### config.mk
export PLATFORM = sky130hd
export DESIGN_NAME = pc_fetch_gen
export DESIGN_NICKNAME = d
export VERILOG_FILES = /design/src/rtl/pc_fetch_gen_pkg.sv /design/src/rtl/pc_inflight_ctr.sv /design/src/rtl/pc_fetch_gen.sv
export SDC_FILE = /design/constraint.sdc
export NUM_CORES = 1
export LEC_CHECK = 0
export CAP_MARGIN = 20
export CORE_MARGIN = 2
export CORE_UTILIZATION = 55
export CTS_CLUSTER_DIAMETER = 60
export DETAILED_ROUTE_END_ITERATION = 16
export DONT_BUFFER_PORTS = 1
export MAX_ROUTING_LAYER = met4
export PLACE_DENSITY = 0.67
export SYNTH_ARGS = -nofsm -noshare
export SYNTH_HDL_FRONTEND = slang
export SYNTH_SLANG_ARGS = --single-unit
export TNS_END_PERCENT = 100
### constraint.sdc
create_clock -name clk -period 7.9 [get_ports clk]
set_input_delay 1.975 -clock clk [delete_from_list [all_inputs] [get_ports clk]]
set_output_delay 1.975 -clock clk [all_outputs]
set_load 0.03 [all_outputs]
### src/rtl/pc_fetch_gen_pkg.sv
// Shared constants for the fetch PC generator: default address width,
// default reset PC and single-bit enable/disable levels.
package pc_fetch_gen_pkg;

    localparam int                 AddrLen   = 32;
    localparam logic [AddrLen-1:0] ZERO_WORD = '0;
    localparam logic               Enable    = 1'b1;
    localparam logic               Disable   = 1'b0;

endpackage

### src/rtl/pc_inflight_ctr.sv
// Saturating up/down counter with synchronous load and a global hold enable.
// Counts clamp at 0 and MAX_VAL; simultaneous inc and dec cancel.
module pc_inflight_ctr #(
    parameter int W       = 2,
    parameter int MAX_VAL = 2
) (
    input  logic         clk,
    input  logic         rst,
    input  logic         en,
    input  logic         load,
    input  logic [W-1:0] load_val,
    input  logic         inc,
    input  logic         dec,
    output logic [W-1:0] cnt_o
);

    localparam logic [W-1:0] MaxCnt = W'(MAX_VAL);

    logic [W-1:0] cnt_q;
    logic [W-1:0] cnt_d;

    always_comb begin
        cnt_d = cnt_q;
        if (en) begin
            if (load) begin
                cnt_d = load_val;
            end else if (inc && !dec && cnt_q != MaxCnt) begin
                cnt_d = cnt_q + W'(1);
            end else if (dec && !inc && cnt_q != '0) begin
                cnt_d = cnt_q - W'(1);
            end
        end
    end

    always_ff @(posedge clk) begin
        if (rst) begin
            cnt_q <= '0;
        end else begin
            cnt_q <= cnt_d;
        end
    end

    assign cnt_o = cnt_q;

endmodule

### src/rtl/pc_fetch_gen.sv
// Program-counter generator issuing pipelined fetch requests to MEMCTRL and
// filtering out responses that belong to a path abandoned by a redirect.
module pc_fetch_gen
    import pc_fetch_gen_pkg::*;
#(
    parameter int                ADDR_W       = AddrLen,
    parameter logic [ADDR_W-1:0] RESET_PC     = ADDR_W'(ZERO_WORD),
    parameter int                STEP         = 4,
    parameter int                MAX_INFLIGHT = 2
) (
    input  logic                                  clk,
    input  logic                                  rst,
    input  logic                                  rdy,
    input  logic                                  stall_i,
    input  logic                                  redirect_valid_i,
    input  logic [ADDR_W-1:0]                     redirect_pc_i,
    output logic                                  fetch_req_o,
    output logic [ADDR_W-1:0]                     fetch_pc_o,
    input  logic                                  fetch_gnt_i,
    input  logic                                  fetch_rsp_valid_i,
    output logic                                  inst_valid_o,
    output logic [$clog2(MAX_INFLIGHT+1)-1:0]     inflight_o
);

    localparam int                CW        = $clog2(MAX_INFLIGHT + 1);
    localparam logic [CW-1:0]     MaxCnt    = CW'(MAX_INFLIGHT);
    localparam logic [ADDR_W-1:0] StepInc   = ADDR_W'(STEP);
    localparam logic [ADDR_W-1:0] AlignMask = ~(StepInc - ADDR_W'(1));

    logic [ADDR_W-1:0] pc_q;
    logic [ADDR_W-1:0] pc_d;
    logic [CW-1:0]     inflight;
    logic [CW-1:0]     discard;
    logic [CW-1:0]     discard_load;
    logic              active;
    logic              redirect;
    logic              rsp;
    logic              grant;

    always_comb begin
        active       = rdy & ~rst;
        redirect     = active & redirect_valid_i;
        rsp          = active & fetch_rsp_valid_i;
        fetch_req_o  = active & ~stall_i & ~redirect_valid_i & (inflight < MaxCnt);
        grant        = fetch_req_o & fetch_gnt_i;
        // A response with nothing outstanding is a protocol error and is never delivered.
        inst_valid_o = rsp & ~redirect & (inflight != '0) & (discard == '0);
        discard_load = (inflight != '0) ? inflight - CW'(rsp) : '0;

        pc_d = pc_q;
        if (redirect) begin
            pc_d = redirect_pc_i & AlignMask;
        end else if (grant) begin
            pc_d = pc_q + StepInc;
        end
    end

    always_ff @(posedge clk) begin
        if (rst) begin
            pc_q <= RESET_PC;
        end else begin
            pc_q <= pc_d;
        end
    end

    pc_inflight_ctr #(
        .W       (CW),
        .MAX_VAL (MAX_INFLIGHT)
    ) u_inflight_ctr (
        .clk      (clk),
        .rst      (rst),
        .en       (rdy),
        .load     (Disable),
        .load_val ('0),
        .inc      (grant),
        .dec      (rsp),
        .cnt_o    (inflight)
    );

    // Responses still owed for the old path are dropped one by one as they arrive.
    pc_inflight_ctr #(
        .W       (CW),
        .MAX_VAL (MAX_INFLIGHT)
    ) u_discard_ctr (
        .clk      (clk),
        .rst      (rst),
        .en       (rdy),
        .load     (redirect),
        .load_val (discard_load),
        .inc      (Disable),
        .dec      (rsp),
        .cnt_o    (discard)
    );

    assign fetch_pc_o = pc_q;
    assign inflight_o = inflight;

endmodule

==> After elaboration in Yosys (flattened, before gate mapping) <==
Cells that the tools add are included.
{ "totals": {"wordCells": 48, "in_bits": 39, "ff_bits": 36, "output_inout_bits": 36} }
{ "classes": {"n_lt_le_gt_ge": 1, "add_sub_neg": 5, "n_reduce_logical": 16, "n_eq_ne": 1, "bitwise_logic": 14, "muxes": 7} }
{ "ops": {"columns": ["cell", "n"], "rows": [
  ["2-to-1 mux 32 bit", 2],
  ["adder 32 x 3 -> 32 bit (second input constant)", 1],
  ["AND 1 bit", 10],
  ["2-to-1 mux 2 bit", 5],
  ["nonzero test 2 bit", 5],
  ["logical AND 1 bit", 5],
  ["inverter 1 bit", 4],
  ["AND reduction 2 bit", 2],
  ["subtractor 2 x 1 -> 2 bit (second input constant)", 2],
  ["adder 2 x 1 -> 2 bit (second input constant)", 1],
  ["zero test 1 bit", 2],
  ["zero test 2 bit", 1],
  ["< comparator 2 bit (second input constant)", 1],
  ["inequality test 2 bit (second input constant)", 1],
  ["OR reduction 2 bit", 1],
  ["subtractor 2 x 1 -> 2 bit", 1]
]} }

==> Logic depth before layout (Yosys ltp) <==
Gate-level depths: netlist of the first run.
{ "logic_depth": {"word_depth": 11, "mapped_depth": 8, "depth_no_buf": 7} }

==> By module <==
From an unflattened synthesis of the first run, not the netlist that was laid out.
{ "unflattened": {"hier_cells": 293, "area_unflattened_um2": 2287.2} }
{ "modules_own_cells": {"columns": ["module", "area_per_inst_um2", "instances", "cells_each", "seq_area_each_um2"], "rows": [
  ["pc_fetch_gen", 1929.4, 1, 247, 600.6],
  ["pc_inflight_ctr", 178.9, 2, 23, 40.0]
]} }

==> Least setup slack after synthesis of the first run <==
Ideal clock, no wire load.
{ "synth_timing": {"path_kind": "input to output", "from": "input redirect_valid_i", "to": "output fetch_req_o", "n_path_buf": 1, "t_required_ns": 5.925, "path_stages": 3, "path_slack_ns": 2.778, "t_arrival_ns": 3.147, "path_cell_list": "buf_6 > or3b_4 > nor3_1"} }
{ "synth_via": {"elab_chain_cells": 3} }
{ "synth_rtl": {"columns": ["item", "line_no", "rtl"], "rows": [
  ["from (decl)", "pc_fetch_gen.sv:15", "input logic redirect_valid_i,"],
  ["inverter 1 bit", "pc_fetch_gen.sv:44", "fetch_req_o = active & ~stall_i & ~redirect_valid_i & (inflight < MaxCnt);"],
  ["AND 1 bit (2 in a row)", "pc_fetch_gen.sv:44", null],
  ["to (decl)", "pc_fetch_gen.sv:17", "output logic fetch_req_o,"]
]} }
Every way passes these cells.

==> Final worst setup path of the first run <==
Ends and elaborated chain as after synthesis.

==> flow_summary.toml, run 1 <==
[status]
status = "completed"

[clock_network]
cts_buffers = 5
clk_pin_slew_ns = 0.07
cts_tree = "built"
cts_resized = 0
clk_latency_ns = 0.28
cts_htree_levels = 2
post-cts-setup-buffers = 0
clock_path_buffers = 2
cts_sinks = 34
hold_buffers = 0
root_buffer = "clkbuf_8"

[synthesis]
yosysWarnings = 0
synth_top_family_by_area = "simple AND/OR/NAND/NOR gates"
synthTopCellsByCount = "dfxtp_1 (34), nand2_1 (34), nor2_1 (23)"
synth-seq-cells = 34
syn_avg_cell_area_um2 = 7.69
synth_xor_area_share_pct = 3.85
netlist.area_leader.share_pct = 33.3
synthAdderAreaFrac_pct = 1.83
synth_edf_count = 0
synth.area.mux_share_pct = 0.979
synth_compound_area_share_pct = 22.0
synthesis.area_um2 = 2050
synthSimpleGateAreaFrac_pct = 33.1
synthesis.instances = 266
synth_ff_type = "dfxtp_1"
synth_top_cell_by_area = "dfxtp_1"
synthArstFlopShare_pct = 0
ys_top_cells_by_area = "dfxtp_1 (33%), nand2_1 (6.2%), o211ai_1 (5.1%)"
seq_area_frac_synth_pct = 33.3
synthDistinctLibCells = 50

[route]
drt-pass1-iter-count = 4
vias = 1943
routedWlPerCell_um = 16.2
drtIter0Drc = 124
drtAntennaViolNets = 0
drc = 0
vias_per_cell = 6.31
wl_um = 5000

[cells_and_area]
seqCellArea_um2 = 681
antenna_cells = 0
area_growth_pct = 3.85
drive_gt1_share_pct = 5.00
nFillCells = 360
multi_input_area_um2 = 1270
nets = 302

[run]
cap_violations = 0

[sta]
drv_slew = 0
setup_violations = 0
finalHoldViolations = 0
rsz0062_at_grt = "false"
layout_min_cycle_time_ns = 5.04
setup_tns_ns = 0
worst_pin_slew_ns = 0.914
min_period_over_period_pct = 63.8
fin_skew_ns = 0.00566
slew_headroom_pct = 39.1
max_freq_mhz = 199

[setup_path]
path_max_fanout = 8
slowest_delay_ns = 0.69
startpoint = "redirect_valid_i"
crit_path_end_kind = "output port"
cp_data_arrival_time_ns = 3.06
critPathKind = "in -> out"
path_cells = "or3b_4, nor3_1"
cpMaxStageDelayCell = "nor3_1"
cp-start-kind = "primary input"
cp_top_family = "simple AND/OR/NAND/NOR gates"
cp_data_required_time_ns = 5.93
cp_num_buf_inv = 0
rr_startpoint = "u_inflight_ctr.cnt_o[1]$_SDFFE_PP0P_"

[power_and_ir_drop]
finalPower_uw = 371
irDropWorstVdd_uv = 115
total_leakage_power_nw = 0.630
power_density_nw_per_um2 = 174

[die]
coreArea_um2 = 3610
die_w_um = 65.0
die_height_um = 65.0
core.rowCount = 22
initial_utilization_pct = 56.7
io_pins = 75
die_area_um2 = 4220

[grt]
grt_pass1_wl_um = 8340
grt_max_degree = 35
grt_usage_pct = 25.8
grt_pass1_vias = 1752
antenna_found_initial = 0
gr-total-overflow = 0

[placement]
port-buffer-count = 0
gp_congestion = 0.739
hpwl_um = 3520

[worst_hold_path]
min_path_type = "reg -> reg"
hold_start = "u_discard_ctr.cnt_o[1]$_SDFFE_PP0P_"
[area by class of cell]
cell class	count	share of cell area (%)
clock buffer	5	3.24
clock inverter	2	0.471
inverter	7	1.24
multi-input combinational	211	59.8
tap	48	2.83
timing repair buffer	1	0.353
sequential	34	32.0
[state kept, by name, indices dropped and copies added (netlist names)]
signal,cells
fetch_pc_o,30
u_discard_ctr.cnt_o,2
u_inflight_ctr.cnt_o,2
[where the power goes]
part	switching, mW	leakage, nW	internal [mW]
combinational	0.0178	0.308	0.0143
clock	0.0620	0.0438	0.0591
sequential	0.0354	0.278	0.182
total	0.115	0.630	0.255
[stage by stage]
stage                     utilization, %  hold WS [ns]  std cells  instance area [um2]  setup WS (ns)
after CTS                           58.9         0.616        308                 2120           2.86
after floorplan                        -         0.590        267                 2050           2.78
after global placement              56.7         0.603        301                 2050           2.86
final                               58.9         0.613        308                 2120           2.86
after global routing                58.9         0.669        308                 2120           2.82
after detailed placement            56.7         0.607        301                 2050           2.86
[kinds of logic after synthesis]
kind of cell / after synthesis
compound gates: 66
buf+inv: 22
mux: 2
simple gates: 129
flops: 34
other cells: 1
xor+xnor: 9
fa+ha+maj: 3
[per-layer routing]
| metal | vias to the layer above | GRT usage, % | wire length (um) | share of wire (%) |
|---|---|---|---|---|
| met1 | 889 | 33.9 | 2280 | 46 |
| met4 | 0 | 9.57 | 73 | 1.5 |
| met2 | 59 | 39.2 | 2290 | 46 |
| li1 | 985 | - | - | - |
| met5 | - | - | 0 | 0 |
| met3 | 10 | 5.56 | 355 | 7.1 |
[layout by cell type (no fill, tap or decap), drive strengths merged, types with 2 or more instances in the layout]
cell | netlist | final
or4 | 6 | 6
inv | 7 | 7
clkinv | 0 | 2
or3 | 11 | 11
o211ai | 14 | 14
nor2 | 23 | 23
conb | 1 | 2
mux2i | 2 | 2
nor3 | 11 | 11
o311ai | 2 | 2
a22oi | 3 | 3
and3 | 4 | 4
dfxtp | 34 | 34
or3b | 2 | 2
a311oi | 2 | 2
nor4 | 3 | 3
a31oi | 8 | 8
nand2 | 34 | 34
a2bb2oi | 2 | 2
ha | 3 | 3
and4 | 5 | 5
nand4 | 4 | 4
and2 | 2 | 2
a211oi | 7 | 7
xnor2 | 8 | 8
o21ai | 5 | 5
a21oi | 15 | 15
nand3 | 17 | 17
clkbuf | 12 | 5
[worst paths after layout]
| check | end | slack, ns | depth (start not counted) |
|---|---|---|---|
| worst max-delay path | fetch_req_o | 2.86 | 2 |
| worst min-delay path | u_discard_ctr.cnt_o[1]$_SDFFE_PP0P_ | 0.61 | 4 |
| worst max register to register | fetch_pc_o[20]$_SDFFE_PP0P_ | 5.35 | 5 |
| worst min register to register | u_discard_ctr.cnt_o[1]$_SDFFE_PP0P_ | 0.61 | 4 |
Power figures use the tool's default switching activity.
==> inputs of run 2 (changes only) <==
Settings changed: ABC_AREA set to 1, PLACE_DENSITY 0.67 to 0.7.
Clock period 7.9 ns to 4 ns, I/O delays scaled along.
==> flow_summary.toml, run 2 <==
[status]
status = "completed"

[clock_network]
clock_path_buffers = 2
cts_buffers = 5
clk_pin_slew_ns = 0.07
cts_htree_levels = 2
cts_resized = 0
cts_tree = "built"
clk_latency_ns = 0.29
cts_sinks = 34
hold_buffers = 0
root_buffer = "clkbuf_8"
post-cts-setup-buffers = 0

[setup_path]
cp-start-kind = "primary input"
critPathKind = "in -> out"
path_cells = "inv_1, nor2_1, nand2_1, inv_1, nand3_1, nor2_1"
crit_path_end_kind = "output port"
cp_data_arrival_time_ns = 1.88
cpMaxStageDelayCell = "nor2_1"
slowest_delay_ns = 0.43
cp_data_required_time_ns = 3.00
path_max_fanout = 4

[grt]
antenna_found_initial = 0
gr-total-overflow = 0
grt_usage_pct = 29.0
grt_max_degree = 50
grt_pass1_wl_um = 11600
grt_pass1_vias = 2449

[synthesis]
yosysWarnings = 0
synth_top_family_by_area = "simple AND/OR/NAND/NOR gates"
synth_ff_type = "dfxtp_1"
synthesis.area_um2 = 2510
synthSimpleGateAreaFrac_pct = 49.3
synth-seq-cells = 34
netlist.area_leader.share_pct = 27.1
ys_top_cells_by_area = "dfxtp_1 (27%), nand2_1 (21%), nor2_1 (13%)"
synth_compound_area_share_pct = 10.5
synth_xor_area_share_pct = 1.05
synth_edf_count = 0
synth.area.mux_share_pct = 0
synth_top_cell_by_area = "dfxtp_1"
synthDistinctLibCells = 31
synthesis.instances = 446
synth.most_common_cell = "nand2_1"
synthAdderAreaFrac_pct = 1.49
syn_avg_cell_area_um2 = 5.63
synthArstFlopShare_pct = 0
synthTopCellsByCount = "nand2_1 (139), nor2_1 (88), nand3_1 (46)"
seq_area_frac_synth_pct = 27.1

[cells_and_area]
area_growth_pct = 3.14
nets = 481
largest_reg_flops = 30
antenna_cells = 0
final_cells = 492
mostFrequentLayoutCells = "nand2_1 (139), nor2_1 (88), nand3_1 (46)"
final_common_cell = "nand2_1"
nFillCells = 464
drive_gt1_share_pct = 4.77

[route]
vias = 2667
wl_um = 6700
drtIter0Drc = 153
drtAntennaViolNets = 0
drc = 0
routedWlPerCell_um = 13.6
drt-pass1-iter-count = 4
vias_per_cell = 5.42

[power_and_ir_drop]
power_density_nw_per_um2 = 276
finalPower_uw = 714
total_leakage_power_nw = 0.997
irDropWorstVdd_uv = 141

[sta]
setup_violations = 0
drv_slew = 0
whs_ns = 0.467
fin_skew_ns = 0.00450
min_period_over_period_pct = 72.1
max_freq_mhz = 347
fin_ws_ns = 1.12
finalHoldViolations = 0
setup_tns_ns = 0
worst_pin_slew_ns = 0.824
slew_headroom_pct = 44.7
layout_min_cycle_time_ns = 2.88
rsz0062_at_grt = "false"

[die]
coreArea_um2 = 4380
core.rowCount = 24
die_w_um = 71.6
die_height_um = 71.6
die_area_um2 = 5120
initial_utilization_pct = 57.3
io_pins = 75

[placement]
pre_cts_slack_ns = 1.13
gp_congestion = 0.956
port-buffer-count = 0
dpl.cell_count = 484
hpwl_um = 5070

[worst_hold_path]
min_path_type = "reg -> reg"

[run]
cap_violations = 0
==> run 2: cell families (layout without fill, tap and decap cells) <==
kind of cell / Yosys count / after routing
flip-flops: 34 / 34
adder cells (fa/ha/maj): 3 / 3
other: 1 / 2
buffers and inverters: 61 / 54
XOR/XNOR: 3 / 3
AO/OA/AOI/OAI: 47 / 47
AND/OR/NAND/NOR: 297 / 297
==> run 2: routing by layer <==
metal | vias to the layer above | share of wire (%) | track usage [%]
met5 | - | 0 | -
met4 | 0 | 0.70 | 5.66
met3 | 6 | 6.3 | 6.61
met2 | 76 | 46 | 46.4
met1 | 1177 | 47 | 37.9
li1 | 1408 | - | -
==> run 2: stage by stage <==
| stage | utilization (%) | cell area [um2] |
|---|---|---|
| after floorplan | - | 2510 |
| final | 59.1 | 2590 |
| after detailed placement | 57.0 | 2500 |
| after global placement | 57.0 | 2500 |
| after CTS | 59.1 | 2590 |
| after global routing | 59.1 | 2590 |
==> run 2: worst paths after layout <==
kind | from | endpoint | slack, ns | cells past startpoint
max | rdy | inst_valid_o | 1.12 | 6
min | u_discard_ctr.cnt_o[1]$_SDFFE_PP0P_ | u_discard_ctr.cnt_o[1]$_SDFFE_PP0P_ | 0.47 | 2
max reg2reg | fetch_pc_o[2]$_SDFFE_PP0P_ | fetch_pc_o[22]$_SDFFE_PP0P_ | 1.90 | 10
min reg2reg | u_discard_ctr.cnt_o[1]$_SDFFE_PP0P_ | u_discard_ctr.cnt_o[1]$_SDFFE_PP0P_ | 0.47 | 2
==> run 2: critical path, delay by kind of cell <==
| family | cells | cell delay (ns) |
|---|---|---|
| buf+inv | 2 | 0.14 |
| simple gates | 4 | 0.74 |
==> run 2: layout make-up <==
class	count	area (um2)	share of cell area, %
clock buffer	7	86.3	3.33
clock inverter	1	5.00	0.193
inverter	44	165	6.38
multi-input combinational	352	1570	60.7
sequential	34	681	26.3
tap	52	65.1	2.51
timing repair buffer	2	15.0	0.580
==> run 2: where the power goes <==
part | switching [mW] | internal (mW)
clock | 0.124 | 0.139
combinational | 0.0454 | 0.0231
sequential | 0.0331 | 0.349
==> inputs of run 3 (changes only) <==
Settings changed: ABC_AREA 1 to 0.
Clock period 4 ns to 2.5 ns, I/O delays scaled along.
==> flow_summary.toml, run 3 (synthesis gave the netlist of run 1 again) <==
[status]
status = "completed"

[setup_path]
path_max_fanout = 8
critPathKind = "reg -> reg"
cpMostUsedCell = "or3_1"
cp_num_buf_inv = 1
path_cells = "buf_4, nor3b_1, nand2b_1, or3_1, or3_1, a31oi_1"
crit_path_end_kind = "flip-flop"
cp_data_required_time_ns = 2.71
cp-start-kind = "flip-flop"
slowest_delay_ns = 0.48
cp_top_family = "simple AND/OR/NAND/NOR gates"
cpMaxStageDelayCell = "or3_1"
cp_data_arrival_time_ns = 2.43

[die]
io_pins = 75
initial_utilization_pct = 56.7
die_height_um = 65.0
die_w_um = 65.0
die_area_um2 = 4220
coreArea_um2 = 3610
core.rowCount = 22

[route]
wl_um = 5330
vias = 2109
drtIter0Drc = 152
drtAntennaViolNets = 0
routedWlPerCell_um = 15.9
drt-pass1-iter-count = 4
drc = 0
vias_per_cell = 6.30

[clock_network]
clk_pin_slew_ns = 0.07
root_buffer = "clkbuf_8"
hold_buffers = 0
clock_path_buffers = 2
cts_tree = "built"
clk_latency_ns = 0.29
cts_resized = 0
post-cts-setup-buffers = 0
cts_sinks = 34
cts_buffers = 5
cts_htree_levels = 2

[cells_and_area]
antenna_cells = 0
drive_gt1_share_pct = 13.6
multi_input_area_um2 = 1270
area_growth_pct = 14.0
largest_reg_flops = 30
seqCellArea_um2 = 681
mostFrequentLayoutCells = "nand2_1 (34), dfxtp_1 (34), buf_4 (27)"
nets = 328
nFillCells = 328
final_cells = 335

[run]
cap_violations = 0

[sta]
fin_skew_ns = 0.00697
worst_pin_slew_ns = 0.573
whs_ns = 0.406
max_freq_mhz = 450
rsz0062_at_grt = "false"
drv_slew = 0
slew_headroom_pct = 61.2
setup_tns_ns = 0
finalHoldViolations = 0
min_period_over_period_pct = 88.8
layout_min_cycle_time_ns = 2.22
setup_violations = 0

[grt]
grt_max_degree = 34
antenna_found_initial = 0
grt_usage_pct = 27.1
grt_pass1_vias = 1899
gr-total-overflow = 0
grt_pass1_wl_um = 8630

[power_and_ir_drop]
power_density_nw_per_um2 = 529
irDropWorstVdd_uv = 353
finalPower_mw = 1.23
total_leakage_power_nw = 0.769

[placement]
port-buffer-count = 0
gp_congestion = 0.848
dpl.cell_count = 327
hpwl_um = 3930

[worst_hold_path]
min_path_type = "in -> reg"
[run 3: cell types whose count changed in the layout (fill, tap and decap cells not counted), moves of 6 or more]
cell	previous run	this run
o211ai_1	5	14
buf_4	2	27
nor2_1	88	23
inv_1	42	7
xnor2_1	2	8
a21oi_1	22	15
nand2_1	139	34
or3_1	0	10
nand3_1	46	17
[run 3: path summary, 6_finish.rpt]
path	cells after the start	startpoint	slack (ns)	end
max	6	u_inflight_ctr.cnt_o[1]$_SDFFE_PP0P_	0.28	fetch_pc_o[20]$_SDFFE_PP0P_
min	1	rst	0.41	fetch_pc_o[24]$_SDFFE_PP0P_
max reg2reg	6	u_inflight_ctr.cnt_o[1]$_SDFFE_PP0P_	0.28	fetch_pc_o[20]$_SDFFE_PP0P_
min reg2reg	2	fetch_pc_o[10]$_SDFFE_PP0P_	0.57	fetch_pc_o[10]$_SDFFE_PP0P_
[run 3: area by class of cell]
cell class | instances | area share (%)
multi-input cells | 211 | 54.5
flip-flops and latches | 34 | 29.2
repair buffers | 27 | 8.69
clock buffers | 7 | 3.70
well taps | 48 | 2.58
inverters | 7 | 1.13
clock inverters | 1 | 0.215
[run 3: through the flow]
stage               cell area (um2)  worst slack [ns]  utilization [%]
detailed placement             2240          -0.00975             62.1
global placement               2240          0.000943             62.1
CTS                            2330             0.282             64.7
global route                   2330             0.148             64.7
finish                         2330             0.280             64.7
floorplan                      2050           -0.0317                -
[run 3: layer usage]
layer	share of wire [%]	wire, um	GRT usage (%)	up-vias
met1	44	2370	32.5	1001
met5	0	0	-	-
met3	6.5	349	7.64	6
met2	48	2560	45.0	60
li1	-	-	-	1042
met4	1.1	57	6.38	0
[run 3: power breakdown]
| part | leakage (nW) | switching, mW | internal (mW) |
|---|---|---|---|
| clock | 0.0482 | 0.201 | 0.222 |
| combinational | 0.443 | 0.0892 | 0.0621 |
| sequential | 0.278 | 0.0844 | 0.575 |
| total | 0.769 | 0.374 | 0.859 |
